## src/rtl/regfile_2w2r.sv

```systemverilog
// Two-write / two-read register file with an optional hardwired zero register,
// write-to-read forwarding and a per-register busy scoreboard.
module regfile_2w2r #(
    parameter int WIDTH    = 32,
    parameter int AW       = 5,
    parameter int ZERO_REG = 1,
    parameter int BYPASS   = 1
) (
    input  logic             Clk,
    input  logic             Clr,
    input  logic [AW-1:0]    Ra,
    input  logic [AW-1:0]    Rb,
    output logic [WIDTH-1:0] Qa,
    output logic [WIDTH-1:0] Qb,
    input  logic             We0,
    input  logic [AW-1:0]    Wr0,
    input  logic [WIDTH-1:0] D0,
    input  logic             We1,
    input  logic [AW-1:0]    Wr1,
    input  logic [WIDTH-1:0] D1,
    input  logic             Bs,
    input  logic [AW-1:0]    Bsr,
    output logic             BusyA,
    output logic             BusyB
);

    localparam int DEPTH = 2 ** AW;

    logic [WIDTH-1:0] r_mem [DEPTH];
    logic [DEPTH-1:0] r_busy;
    logic [DEPTH-1:0] w_busy_nxt;
    logic             w_we0_eff;
    logic             w_we1_eff;

    function automatic logic is_zero_addr(input logic [AW-1:0] addr);
        return (ZERO_REG != 0) && (addr == {AW{1'b0}});
    endfunction

    // Resolve one read port: reset forces 0, then zero register, then forwarding, then storage.
    function automatic logic [WIDTH-1:0] read_port(
        input logic             clr,
        input logic [AW-1:0]    addr,
        input logic [WIDTH-1:0] stored,
        input logic             we0,
        input logic [AW-1:0]    wr0,
        input logic [WIDTH-1:0] d0,
        input logic             we1,
        input logic [AW-1:0]    wr1,
        input logic [WIDTH-1:0] d1
    );
        logic [WIDTH-1:0] q;
        if (clr) begin
            q = {WIDTH{1'b0}};
        end else if (is_zero_addr(addr)) begin
            q = {WIDTH{1'b0}};
        end else if ((BYPASS != 0) && we1 && (wr1 == addr)) begin
            q = d1;
        end else if ((BYPASS != 0) && we0 && (wr0 == addr)) begin
            q = d0;
        end else begin
            q = stored;
        end
        return q;
    endfunction

    // Effective write enables: port 1 shadows port 0 on the same address; address 0 may be read-only.
    always_comb begin
        w_we1_eff = We1 && !is_zero_addr(Wr1);
        w_we0_eff = We0 && !is_zero_addr(Wr0) && !(We1 && (Wr1 == Wr0));
    end

    // Register storage.
    always_ff @(posedge Clk or posedge Clr) begin
        if (Clr) begin
            for (int i = 0; i < DEPTH; i++) begin
                r_mem[i] <= {WIDTH{1'b0}};
            end
        end else begin
            if (w_we0_eff) begin
                r_mem[Wr0] <= D0;
            end
            if (w_we1_eff) begin
                r_mem[Wr1] <= D1;
            end
        end
    end

    // Scoreboard next state: a new producer (set) outranks a completing write (clear).
    always_comb begin
        w_busy_nxt = {DEPTH{1'b0}};
        for (int i = 0; i < DEPTH; i++) begin
            w_busy_nxt[i] = ((Bs && (Bsr == AW'(i)))
                            || (r_busy[i] && !((We0 && (Wr0 == AW'(i))) || (We1 && (Wr1 == AW'(i))))))
                            && !is_zero_addr(AW'(i));
        end
    end

    // Scoreboard state.
    always_ff @(posedge Clk or posedge Clr) begin
        if (Clr) begin
            r_busy <= {DEPTH{1'b0}};
        end else begin
            r_busy <= w_busy_nxt;
        end
    end

    // Read ports and busy lookup; busy reflects registered state only.
    always_comb begin
        Qa    = read_port(Clr, Ra, r_mem[Ra], We0, Wr0, D0, We1, Wr1, D1);
        Qb    = read_port(Clr, Rb, r_mem[Rb], We0, Wr0, D0, We1, Wr1, D1);
        BusyA = !Clr && r_busy[Ra];
        BusyB = !Clr && r_busy[Rb];
    end

endmodule

```

## config.mk

```make
export PLATFORM = sky130hd
export DESIGN_NAME = regfile_2w2r
export DESIGN_NICKNAME = d
export VERILOG_FILES = /design/src/rtl/regfile_2w2r.sv
export SDC_FILE = /design/constraint.sdc
export NUM_CORES = 2
export LEC_CHECK = 0
export CAP_MARGIN = 20
export CORE_ASPECT_RATIO = 0.7
export CORE_MARGIN = 4
export CORE_UTILIZATION = 40
export CTS_CLUSTER_SIZE = 25
export DETAILED_ROUTE_END_ITERATION = 10
export PLACE_DENSITY = 0.64
export SKIP_LAST_GASP = 1
export SYNTH_ARGS = -nofsm -noshare
export SYNTH_HDL_FRONTEND = slang
export SYNTH_SLANG_ARGS = --single-unit
```

## constraint.sdc

```tcl
create_clock -name Clk -period 66.8 [get_ports Clk]
set_input_delay 20.04 -clock Clk [delete_from_list [all_inputs] [get_ports Clk]]
set_output_delay 20.04 -clock Clk [all_outputs]
set_load 0.03 [all_outputs]
```

==> metrics.cfg <==
[sta]
slew_violations = 0
worst_pin_slew_ns = 1.29
finalCritPeriodShare_pct = 67.6
slew_headroom_pct = 14.0
layout_min_cycle_time_ns = 45.18
finalHoldViolCount = 0
grt_setup_unrepaired = false
clock.fmax_mhz = 22.1
fin_tns_setup_ns = 0
setup_viol = 0
finClkSkew_ns = 0

[clock_network]
cts_setup_buffers = 0
htreeDepth = 3
cts_buffers = 104
postCtsHoldBufs = 0
clkLatencyLatePin_ns = 0.74
cts.root.buffer_cell = clkbuf_16
cts_buffer_depth = 3
cts_sinks = 1055
cts_resized = 0
cts_tree = done
path_clk_slew_ns = 0.06

[detailed_routing]
drtPass1Iterations = 9
drtAntennaViolNets = 0
wl_per_cell_um = 36.3
route.detailed.drc = 0
drt-vias-per-instance = 7.24
via_count = 62600
drt_iter0_drc = 11900
wirelength_um = 314000

[power_and_ir_drop]
powerDensity_nw_per_um2 = 29.2
max-vdd-ir-drop_uv = 21.1
p_leak_nw = 32.5

[synth]
synthCells = 6714
synth.distinct_cells = 54
synth.avg_cell_area_um2 = 10.1
yosysMostFrequentCell = dfrtp_1
synth_seq_cells = 1055
synth_enable_flop_cells = 0
ys_seq_area_share_pct = 39.0
ys_async_sr_fraction_pct = 100
yosysTopAreaCell = dfrtp_1
synth_common_cells = dfrtp_1 (1055), nand2_1 (804), mux2i_1 (753)
synth_top_area_share_pct = 39.0
synth_area_um2 = 67700
ys_top_cells_by_area = dfrtp_1 (39%), mux4_2 (13%), mux2i_1 (11%)
ys_warn_count = 0
synth_nets = 6808
ys.flop_type = dfrtp_1

[placed_design]
portBuffers = 159
dp_hpwl_um = 172000
gp_congestion = 0.965
place_area_um2 = 69900

[finish]
final_cell_area_um2 = 73600
multiInputGateArea_um2 = 37400
drive_gt1_share_pct = 15.6
nets = 6389
synthToLayoutAreaGrowth_pct = 8.64
fillers = 15700
regArea_um2 = 26400

[grt]
grtUsageTotal_pct = 34.2
grt_pass1_vias = 58900
antenna_found_initial = 15
grt_max_degree = 155
grt_pass1_wl_um = 441000
grt_overflow = 0

[setup_path]
slowest_delay_ns = 0.76
critPathCaptureType = primary output
arrival_ns = 25.14
cp.required_ns = 46.76
start_kind = primary input
cpMostUsedCell = buf_4
cpMaxStageDelayCell = clkdlybuf4s50_1
path_max_fanout = 73
crit_path_cell_trace = buf_8 -> buf_4 -> buf_4 -> or2_2 -> buf_4 -> o22ai_1 -> o22ai_1 -> a2111oi_0 -> buf_1 -> buf_4 -> nor3_1 -> clkdlybuf4s50_1
critical_path_class = in2out

[floorplanning]
start_util_pct = 40.2
ios = 160
rows = 126
dieArea_um2 = 176000
core_um2 = 168000
die_y_um = 352
die_w_um = 500

[job]
max-cap-violations = 0

[hold_path]
hold_class = reg2reg

[outcome]
status = complete, no violations

==> layout make-up <==
class / count / area share, %
multi-input combinational: 4741 / 50.8
clock inverter: 37 / 0.600
antenna: 22 / 0.0748
timing repair buffer: 385 / 4.76
tap: 2240 / 3.81
sequential: 1055 / 35.9
inverter: 8 / 0.0510
clock buffer: 150 / 4.05
==> per-stage QoR <==
step	cells	hold slack (ns)	total power [mW]	utilization [%]	setup WS, ns
after global placement	8418	0.376	1.48	41.5	21.72
after CTS	8607	0.397	2.12	43.6	21.79
after global routing	8620	0.408	2.22	43.7	21.76
after detailed placement	8420	0.383	1.50	41.5	21.79
after floorplan	6714	0.441	1.33	-	17.06
final	8638	0.398	2.15	43.7	21.62
==> kinds of logic after synthesis <==
family | synth area share [%]
simple gates | 11.4
compound gates | 16.6
mux | 26.0
flops | 39.0
buf+inv | 6.62
xor+xnor | 0.323
==> metal layers <==
layer	GRT usage [%]	part of all wire, %
met2	44.8	39
met5	0.542	0.058
met3	18.2	18
met4	20.4	7.3
met1	44.1	36
==> placed cells by master (no fill, tap or decap), types with 106 or more instances in the layout <==
cell | Yosys | final
clkdlybuf4s50_1 | 0 | 150
nand2_1 | 804 | 782
mux2i_1 | 753 | 753
clkbuf_16 | 0 | 106
nand3_1 | 363 | 363
a21oi_1 | 428 | 428
dfrtp_1 | 1055 | 1055
mux4_2 | 402 | 402
o211ai_1 | 328 | 328
buf_4 | 40 | 210
o21ai_1 | 150 | 150
nor2_1 | 502 | 496
==> registers in the layout (all words and copies together), names as in the netlist <==
name	count
r_busy	31
r_mem	1024
==> critical path, delay by kind of cell <==
family                 cells  cell delay (ns)
AO/OA/AOI/OAI              3             0.42
buffers and inverters      7             3.65
AND/OR/NAND/NOR            2             0.86
==> final timing paths <==
path,start,to,slack (ns),cells after the start
min in group asynchronous,Clr,r_mem[520],20.00,3
max in group asynchronous,Clr,r_mem[662],43.65,6
max,Rb[2],Qb[27],21.62,12
max reg2reg,r_mem[744],r_mem[744],65.86,2
min reg2reg,r_mem[1002],r_mem[1002],0.40,0
min,r_mem[1002],r_mem[1002],0.40,0
==> report_power, final <==
part	leakage [nW]	switching [mW]	internal (mW)
registers	13.0	0.142	0.802
clock network	1.69	0.283	0.344
logic	17.8	0.290	0.287
total	32.5	0.716	1.43
Note: power is estimated with default switching activity, not from simulation.
